<file path="src/rtl/mer_pkg.sv">
// mer_pkg: FSM states, symbol LFSR constants and 1s17 4-ASK levels for the MER window generator
package mer_pkg;

    typedef enum logic [1:0] {ST_IDLE, ST_ALIGN, ST_RUN, ST_FLUSH} state_t;

    localparam logic [19:0] LFSR_SEED = 20'h00001;
    localparam logic [19:0] LFSR_TAPS = 20'h00009;

    localparam logic [17:0] LVL_N075 = 18'h28000;
    localparam logic [17:0] LVL_N025 = 18'h38000;
    localparam logic [17:0] LVL_P025 = 18'h08000;
    localparam logic [17:0] LVL_P075 = 18'h18000;

    function automatic logic [17:0] level_of(input logic [1:0] s);
        return s == 2'b00 ? LVL_N075 : s == 2'b01 ? LVL_N025 : s == 2'b11 ? LVL_P025 : LVL_P075;
    endfunction

endpackage

</file>
<file path="src/rtl/sym_lfsr.sv">
// sym_lfsr: 20-bit Fibonacci LFSR (x^20+x^17+1) producing the test symbol stream
module sym_lfsr
    import mer_pkg::*;
(
    input  logic        sys_clk,
    input  logic        reset,
    input  logic        adv,
    output logic [19:0] state
);

    logic [19:0] state_q, state_d;

    // shift toward bit 0; the new MSB is the parity of the tapped bits
    always_comb state_d = adv ? {^(state_q & LFSR_TAPS), state_q[19:1]} : state_q;

    // state register, reseeded on reset
    always_ff @(posedge sys_clk) state_q <= reset ? LFSR_SEED : state_d;

    assign state = state_q;

endmodule

</file>
<file path="src/rtl/mer_window_gen.sv">
// mer_window_gen: symbol-rate test pattern source with windowed measurement control for MER averaging
module mer_window_gen
    import mer_pkg::*;
#(
    parameter int LFSR_WID = 20,
    parameter int SYM_DIV  = 4
) (
    input  logic        sys_clk,
    input  logic        reset,
    input  logic        start,
    input  logic        stop,
    output logic        sym_clk_en,
    output logic [1:0]  sym_out,
    output logic [17:0] level_out,
    output logic        clr_acc,
    output logic        busy,
    output logic [15:0] win_count
);

    localparam logic [4:0]        DIV_LAST = 5'(SYM_DIV - 1);
    localparam logic [LFSR_WID:0] WIN_LEN  = {1'b1, {LFSR_WID{1'b0}}};

    state_t             state_q, state_d;
    logic [4:0]         div_q, div_d;
    logic [LFSR_WID:0]  cnt_q, cnt_d, cnt_inc;
    logic               stop_q, stop_d;
    logic               clr_q, clr_d;
    logic [15:0]        win_q, win_d;
    logic [19:0]        lfsr;
    logic               lfsr_rst;
    logic               wrap;

    assign sym_clk_en = div_q == DIV_LAST;
    assign cnt_inc    = cnt_q + 1'b1;
    assign wrap       = cnt_inc == WIN_LEN;
    // an all-zero LFSR can never leave that state, so reseed it if an upset ever lands there
    assign lfsr_rst   = reset || lfsr == '0;

    sym_lfsr u_lfsr (
        .sys_clk (sys_clk),
        .reset   (lfsr_rst),
        .adv     (sym_clk_en),
        .state   (lfsr)
    );

    // divider, window sequencing, stop latch and window counter next-state
    always_comb begin
        div_d   = sym_clk_en ? '0 : div_q + 5'd1;
        state_d = state_q;
        cnt_d   = cnt_q;
        stop_d  = 1'b0;
        clr_d   = 1'b0;
        win_d   = win_q;
        case (state_q)
            ST_IDLE: begin
                if (start && !stop) begin
                    state_d = ST_ALIGN;
                    win_d   = '0;
                end
            end
            ST_ALIGN: begin
                if (stop) state_d = ST_IDLE;
                else if (sym_clk_en) begin
                    state_d = ST_RUN;
                    cnt_d   = '0;
                end
            end
            ST_RUN: begin
                stop_d = stop_q || stop;
                if (clr_q && stop_q) begin
                    state_d = ST_FLUSH;
                    stop_d  = 1'b0;
                end
                if (sym_clk_en) begin
                    cnt_d = wrap ? '0 : cnt_inc;
                    clr_d = wrap;
                end
            end
            default: state_d = ST_IDLE;
        endcase
        if (clr_q && win_q != 16'hFFFF) win_d = win_q + 16'd1;
    end

    // state registers with synchronous reset
    always_ff @(posedge sys_clk) begin
        if (reset) begin
            state_q <= ST_IDLE;
            div_q   <= '0;
            cnt_q   <= '0;
            stop_q  <= 1'b0;
            clr_q   <= 1'b0;
            win_q   <= '0;
        end else begin
            state_q <= state_d;
            div_q   <= div_d;
            cnt_q   <= cnt_d;
            stop_q  <= stop_d;
            clr_q   <= clr_d;
            win_q   <= win_d;
        end
    end

    assign sym_out   = lfsr[1:0];
    assign level_out = level_of(lfsr[1:0]);
    assign clr_acc   = clr_q;
    assign busy      = state_q == ST_ALIGN || state_q == ST_RUN;
    assign win_count = win_q;

endmodule
</file>
<file path="config.mk">
export PLATFORM = sky130hd
export DESIGN_NAME = mer_window_gen
export DESIGN_NICKNAME = d
export VERILOG_FILES = /design/src/rtl/mer_pkg.sv /design/src/rtl/sym_lfsr.sv /design/src/rtl/mer_window_gen.sv
export SDC_FILE = /design/constraint.sdc
export NUM_CORES = 1
export LEC_CHECK = 0
export CAP_MARGIN = 20
export CORE_AREA = 2 2 83 85
export CTS_CLUSTER_SIZE = 30
export DETAILED_ROUTE_END_ITERATION = 6
export DIE_AREA = 0 0 85 87
export HOLD_SLACK_MARGIN = 0.08
export PLACE_DENSITY = 0.78
export SLEW_MARGIN = 20
export SYNTH_ARGS = -nofsm -noshare
export SYNTH_HDL_FRONTEND = slang
export SYNTH_SLANG_ARGS = --single-unit
</file>
<file path="constraint.sdc">
create_clock -name sys_clk -period 6.1 [get_ports sys_clk]
set_input_delay 1.22 -clock sys_clk [delete_from_list [all_inputs] [get_ports sys_clk]]
set_output_delay 1.22 -clock sys_clk [all_outputs]
set_load 0.05 [all_outputs]
</file>
# After elaboration in Yosys (flattened, before gate mapping)
# Index checks and enable logic that the tools add are counted.
# W data, S select, Z words.
# word_totals
inputBits	4
n_memories	0
latchBits	0
elab_cells	61
register_bits	66
romBits	0
output_inout_bits	39
ramBits	0
# op_classes
shift	0
n_lt_le_gt_ge	0
n_bitwise	2
n_mux	16
addsub	3
n_reduce_logical	20
eq_ne	13
mul	0
n_div	0
# op_table
operator	count
$mux W21	4
$mux W16	3
$pmux W21 S2	1
$mux W18	2
$add A21 B1 Y21 const B	1
$eq A21 B21 Y1 const B	1
$logic_not A20 Y1	1
$reduce_xor A20 Y1	1
$mux W17	1
$add A16 B1 Y16 const B	1
$ne A16 B16 Y1 const B	1
$ne A2 B2 Y1 const B	5
$mux W2	4
$pmux W2 S3	1
$reduce_bool A2 Y1	3
$reduce_or A3 Y1	2
$add A5 B1 Y5 const B	1
$eq A5 B2 Y1 const B	1
$eq A2 B1 Y1 const B	2
$eq A2 B2 Y1 const B	2
$logic_not A2 Y1	2
$reduce_and A4 Y1	1
$logic_and A1 B1 Y1	3
$logic_or A1 B1 Y1	3
other kinds (6)	7

# Longest topological paths before layout
# Gate-level depths: netlist of run 1.
# logic_depth
depth_word	5
depth_mapped	10
mapped_depth_nobuf	8

# Cells and area by module
# From an unflattened synthesis of run 1, not the netlist that was laid out.
# hier_totals
hier_cells	452
hier_area_um2	3736.1
# modules_own_cells
mod	n_inst	cells_per_inst	area_each_um2
mer_window_gen	1	387	3022.9
sym_lfsr	1	65	713.2

# Worst setup path after synthesis of run 1
# No wires, ideal clock.
# synth_path
kind	register -> output
start	reg div_q[0]
end	out sym_clk_en
stages_incl_launch_ff	6
required_time_ps	4880
slack_ps	3082
arrival_time_ps	1798
n_path_buf	2
cell_sequence	dfxtp_1 > ha_1 > or4b_1 > buf_4 > clkinv_8 > clkbuf_1
# synth_between
elab_chain_cells	1
# synth_lines
element	line_no	source
start: declaration	mer_window_gen.sv:24	logic [4:0] div_q, div_d;
start signal: assignment	mer_window_gen.sv:95	div_q <= div_d;
$eq A5 B2 Y1	mer_window_gen.sv:33	assign sym_clk_en = div_q == DIV_LAST;
end: declaration	mer_window_gen.sv:12	output logic sym_clk_en,
# Every way passes these cells.

# Worst setup path after layout of run 1
# Same ends and word-level chain as after synthesis.

==> run_results.csv, run 1 <==
group,metric,value,unit
status,run_status,"complete, no violations",
power_and_ir_drop,ir_drop,0.164,mV
drt,viasPerCell,5.91,
worst_setup_path,reg2reg_from,"div_q[0]",
clock_tree,cts.sinks,66,
worst_setup_path,worst-setup-path-type,"flip-flop to output port",
finish,syn_to_final_growth,12.1,%
place,gp_congestion,0.876,
worst_hold_path,hp-start,"div_q[0]",
place,dp_hpwl,5140,µm
worst_setup_path,critPathLaunchType,"flip-flop",
power_and_ir_drop,leakagePower,0.00133,µW
logic_synthesis,yosysWarningCount,0,
timing,finalCriticalPeriod,4150,ps
logic_synthesis,netlist_instances,456,
clock_tree,cts_hold_buf,0,
timing,slew_violations,0,
timing,tightestPinTransition,922,ps
finish,drive_gt1_share,6.11,%
timing,finalSetupViolCount,0,
timing,max-slew-margin-rel,38.5,%
timing,fin_crit_sh,68.0,%
drt,drt-initial-drc-count,221,
clock_tree,clockRootBuffer,"clkbuf_8",
logic_synthesis,ys_seq_elements,66,
clock_tree,h-tree-depth,3,
logic_synthesis,synthDistinctLibCells,56,
worst_setup_path,cp_data_required_time,4880,ps
worst_hold_path,min_path_type,"flip-flop to flip-flop",
logic_synthesis,async_reset_ff_share,0,%
finish,post-route-util,60.0,%
grt,grt_usage,20.1,%
logic_synthesis,synth-edff-count,0,
timing,rsz0062_at_grt,"false",
timing,fmax,0.241,GHz
clock_tree,post-cts-setup-buffers,0,
grt,grt_max_degree,34,
logic_synthesis,syn_area,0.00352,mm²
logic_synthesis,synth_flop_cell,"dfxtp_1",
floorplan,rows,30,
clock_tree,clock_latency,360,ps
flow_run,cap_violations,0,
timing,hold_viol,0,
finish,diodes,0,
logic_synthesis,avgSynthCellArea,7.71,µm²
worst_setup_path,cp-end-kind,"output port",
clock_tree,cts_tree,"done",
floorplan,die_h,87,µm
floorplan,die_area,0.00740,mm²
floorplan,initial_core_util,53.5,%
drt,first_pass_iters,5,
timing,setup_tns,0,ps
power_and_ir_drop,p_per_area,229,mW/mm²
floorplan,fp.coreArea,0.00657,mm²
place,dp.cells,539,
timing,fin_skew,7.15,ps
drt,wl_per_cell,13.6,µm
drt,drcViolationCount,0,
clock_tree,clk_pin_slew,80,ps
drt,antenna_left,0,
worst_setup_path,critPathLaunch,"div_q[0]",
finish,fin_cells,555,
floorplan,die_w,85,µm
place,post_dp_cell_area,0.00373,mm²
drt,route.final.wire_length,7570,µm
finish,layout_commonest_cell,"nand2_1",
clock_tree,cts_made_buffers,9,
clock_tree,clk_path_buf_depth,2,
finish,final_area,0.00394,mm²
floorplan,pin_count,43,
grt,grt_pass1_vias,2747,
grt,antenna_found_initial,0,
finish,layout_common_cells,"nand2_1 (76), dfxtp_1 (66), a21oi_1 (42)",
worst_setup_path,worstPathArrival,2930,ps
drt,route.vias.total,3281,
place,port_buffers,26,
clock_tree,cts_resized,0,
logic_synthesis,synth-seq-area-share,37.6,%
finish,num-nets-final,483,
grt,grt_pass1_wl,12200,µm
worst_setup_path,critPathMaxFanout,27,
grt,overflow,0,
through the flow:
stage               worst slack (ps)  hold slack [ps]  power, µW
floorplan                       3080              432        527
global placement                2370              446        534
detailed placement              2330              453        536
CTS                             1930              465        911
global route                    1820              474        934
finish                          1950              461        904
final cells by class:
| class | count | area [µm²] |
|---|---|---|
| Clock inverter | 7 | 77.6 |
| Multi-Input combinational cell | 355 | 1990 |
| Fill cell | 579 | 2630 |
| Clock buffer | 9 | 124 |
| Inverter | 10 | 50.0 |
| Timing Repair Buffer | 28 | 275 |
| Sequential cell | 66 | 1320 |
| Tap cell | 80 | 100 |
cell usage after synthesis, types with 2 or more instances:
| cell type | number | area share, % |
|---|---|---|
| a22o_1 | 2 | 0.50 |
| nand4_1 | 13 | 2.3 |
| nand2_1 | 76 | 8.1 |
| or2_2 | 2 | 0.36 |
| or4_1 | 4 | 0.85 |
| xnor2_1 | 7 | 1.7 |
| a21oi_1 | 42 | 6.0 |
| buf_2 | 2 | 0.28 |
| or3_1 | 9 | 1.6 |
| a21o_1 | 4 | 0.85 |
| o21a_1 | 2 | 0.43 |
| dfxtp_1 | 66 | 38 |
| inv_1 | 9 | 0.96 |
| o31ai_1 | 2 | 0.43 |
| mux2i_1 | 3 | 0.85 |
| a31oi_1 | 5 | 0.89 |
| conb_1 | 2 | 0.21 |
| buf_4 | 19 | 4.1 |
| nor3_2 | 2 | 0.57 |
| nor4b_1 | 2 | 0.50 |
| nor3_1 | 17 | 2.4 |
| a311oi_1 | 4 | 1.0 |
| nand3_1 | 16 | 2.3 |
| and3_1 | 6 | 1.1 |
| clkbuf_1 | 17 | 1.8 |
| o21ai_0 | 33 | 4.7 |
| and2_1 | 7 | 1.2 |
| nor2_1 | 36 | 3.8 |
| ha_1 | 9 | 3.2 |
| nor4_1 | 7 | 1.2 |
| xor2_1 | 5 | 1.2 |
| a32o_1 | 2 | 0.57 |
metal layers:
layer  vias up  global-route usage [%]  routed length (µm)  part of all wire, %
met5         -                       0                   0                    0
met4         0                    7.65                 102                  1.3
met3        11                    4.93                 455                  6.0
met2       105                    33.3                3600                   48
met1      1542                    25.3                3410                   45
li1       1623                       -                   -                    -
where the power goes:
part / switching, µW / internal (µW)
clock: 186 / 192
combinational: 65.3 / 21.6
sequential: 3.96 / 435
critical path, stage by stage, from the launching register on:
cell	delay (ps)
dfxtp_1	360
ha_1	200
or4b_1	880
clkinv_8	290
clkdlybuf4s50_1	840
logic make-up (layout without fill, tap and decap cells):
kind of cell    Yosys count  after routing  share of synthesized area, %
compound gates          109            109                          18.7
xor+xnor                 12             12                          2.99
fa+ha+maj                 9              9                          3.20
buf+inv                  49             54                          7.69
flops                    66             66                          37.6
mux                       3              3                         0.854
other cells               2             16                         0.214
simple gates            206            206                          28.8
final timing paths:
kind / endpoint / slack [ps] / depth (start not counted)
max: sym_clk_en / 1950 / 4
min reg2reg: div_q[0] / 460 / 1
max reg2reg: cnt_q[12] / 3120 / 7
min: div_q[0] / 460 / 1
sequential cells by signal, summed over array words and instances (netlist names):
| name | flops |
|---|---|
| clr_acc | 1 |
| cnt_q | 21 |
| div_q | 5 |
| state_q | 2 |
| stop_q | 1 |
| u_lfsr.state | 20 |
| win_count | 16 |
No activity file was read; power rests on OpenSTA's default activity.
==> inputs of run 2 (changes only) <==
clock period = 4.3 ns   (was 6.1 ns; I/O delays follow)
==> run 2 against run 1 <==
Total power is 41% higher. Clock skew up 6.1 ps. Critical path depth unchanged. Wire length decreased by 1.1%. Register-to-register slack got worse by 1800 ps. Via count fell by 2.9%. Critical path type unchanged. Critical endpoint unchanged. Largest power group unchanged.
==> run_results.csv, run 2 (synthesis gave the netlist of run 1 again) <==
group,metric,value,unit
finish,largest_reg_flops,21,
clock_tree,clockRootBuffer,"clkbuf_8",
clock_tree,clk_pin_slew,80,ps
grt,grt_max_degree,34,
timing,fin_crit_sh,87.9,%
finish,fin_cells,555,
timing,finalCriticalPeriod,3780,ps
grt,globalRouteMet3Util,5.31,%
grt,grt_pass1_wl,12200,µm
place,gp_congestion,0.865,
worst_setup_path,r2r_end,"cnt_q[12]",
grt,gr-usage-met1,25.4,%
grt,grtUsageMet2,33.4,%
drt,drt-initial-drc-count,233,
worst_setup_path,cp-end-kind,"output port",
clock_tree,cts_made_buffers,9,
place,port_buffers,26,
worst_hold_path,min_path_type,"flip-flop to flip-flop",
timing,max-slew-margin-rel,40.3,%
worst_setup_path,critPathLaunchType,"flip-flop",
flow_run,cap_violations,0,
worst_hold_path,min_to,"div_q[0]",
timing,hold_viol,0,
grt,grt_pass1_vias,2758,
drt,antenna_left,0,
worst_setup_path,critPathMaxFanout,27,
finish,layout_common_cells,"nand2_1 (76), dfxtp_1 (66), a21oi_1 (42)",
grt,overflow,0,
power_and_ir_drop,p_per_area,325,mW/mm²
grt,grt_usage,20.2,%
timing,rsz0062_at_grt,"false",
grt,antenna_found_initial,0,
drt,route.final.wire_length,7490,µm
drt,route.vias.total,3187,
worst_hold_path,hp-start,"div_q[0]",
timing,setup_tns,0,ps
finish,num-nets-final,483,
drt,first_pass_iters,5,
clock_tree,post-cts-setup-buffers,0,
worst_hold_path,whs_path_depth,1,
drt,viasPerCell,5.74,
status,run_status,"complete, no violations",
drt,drcViolationCount,0,
clock_tree,cts_hold_buf,0,
worst_setup_path,ff2ff_setup_slack,1330,ps
floorplan,die_w,85,µm
drt,wl_per_cell,13.5,µm
place,dp.cells,539,
floorplan,initial_core_util,53.5,%
finish,post-route-util,60.0,%
timing,finalSetupViolCount,0,
clock_tree,cts_resized,0,
worst_setup_path,reg2reg_from,"div_q[0]",
worst_setup_path,cp_data_required_time,3440,ps
finish,top_register,"cnt_q",
clock_tree,cts.sinks,66,
clock_tree,cts_tree,"done",
floorplan,rows,30,
timing,fmax,0.265,GHz
floorplan,fp.coreArea,0.00657,mm²
worst_setup_path,r2r_cells,7,
finish,syn_to_final_growth,12.1,%
floorplan,pin_count,43,
timing,hold_slack,466,ps
worst_setup_path,worst-setup-path-type,"flip-flop to output port",
timing,fin_skew,13.3,ps
finish,drive_gt1_share,6.11,%
timing,slew_violations,0,
place,dp_hpwl,5070,µm
grt,grt.busiest_layer,"met2",
worst_setup_path,worstPathArrival,2920,ps
timing,tightestPinTransition,896,ps
floorplan,die_area,0.00740,mm²
clock_tree,clock_latency,350,ps
clock_tree,clk_path_buf_depth,2,
finish,diodes,0,
finish,fillers,578,
power_and_ir_drop,leakagePower,0.00133,µW
power_and_ir_drop,ir_drop,0.235,mV
finish,layout_commonest_cell,"nand2_1",
clock_tree,h-tree-depth,3,
floorplan,die_h,87,µm
## run 2: changes by cell type in the layout (fill, tap and decap cells not counted)
cell      change
clkinv_4      +1
inv_6         -1
## run 2: worst max path at each step
| stage | from | end | slack [ps] | cells after the start |
|---|---|---|---|---|
| 5_1_grt | div_q[0] | sym_clk_en | 390 | 4 |
| 4_1_cts | div_q[0] | sym_clk_en | 510 | 4 |
| 2_1_floorplan | div_q[0] | sym_clk_en | 1640 | 5 |
| 3_3_place_gp | div_q[0] | sym_clk_en | 930 | 4 |
| 3_5_place_dp | div_q[0] | sym_clk_en | 910 | 4 |
| 6_report | div_q[0] | sym_clk_en | 520 | 4 |
## run 2: power breakdown
| group | internal [µW] | switching, µW | leakage [µW] |
|---|---|---|---|
| clock network | 271 | 262 | 0.0000998 |
| logic | 30.3 | 92.6 | 0.000693 |
| registers | 617 | 5.71 | 0.000532 |
| total | 919 | 360 | 0.00133 |
## run 2: metrics by stage
stage	instance area, µm²	setup WS (ps)	power, µW
finish	3940	520	1280
global route	3940	394	1330
CTS	3930	509	1290
detailed placement	3730	910	760
global placement	3730	933	758
floorplan	3570	1640	748
## run 2: worst max-delay path, stage by stage (launching register included)
cell             delay (ps)
dfxtp_1                 360
ha_1                    210
or4b_1                  870
clkinv_8                280
clkdlybuf4s50_1         830
## run 2: metal layers
| layer | routed length (µm) | up-vias |
|---|---|---|
| li1 | - | 1611 |
| met1 | 3430 | 1463 |
| met2 | 3540 | 99 |
| met3 | 404 | 14 |
| met4 | 110 | 0 |
| met5 | 0 | - |
## run 2: layout make-up
| type | count | area, µm² | area share, % |
|---|---|---|---|
| flip-flops and latches | 66 | 1320 | 33.5 |
| clock buffers | 9 | 124 | 3.14 |
| repair buffers | 28 | 275 | 6.99 |
| inverters | 10 | 50.0 | 1.27 |
| clock inverters | 7 | 77.6 | 1.97 |
| multi-input cells | 355 | 1990 | 50.6 |
| well taps | 80 | 100 | 2.54 |
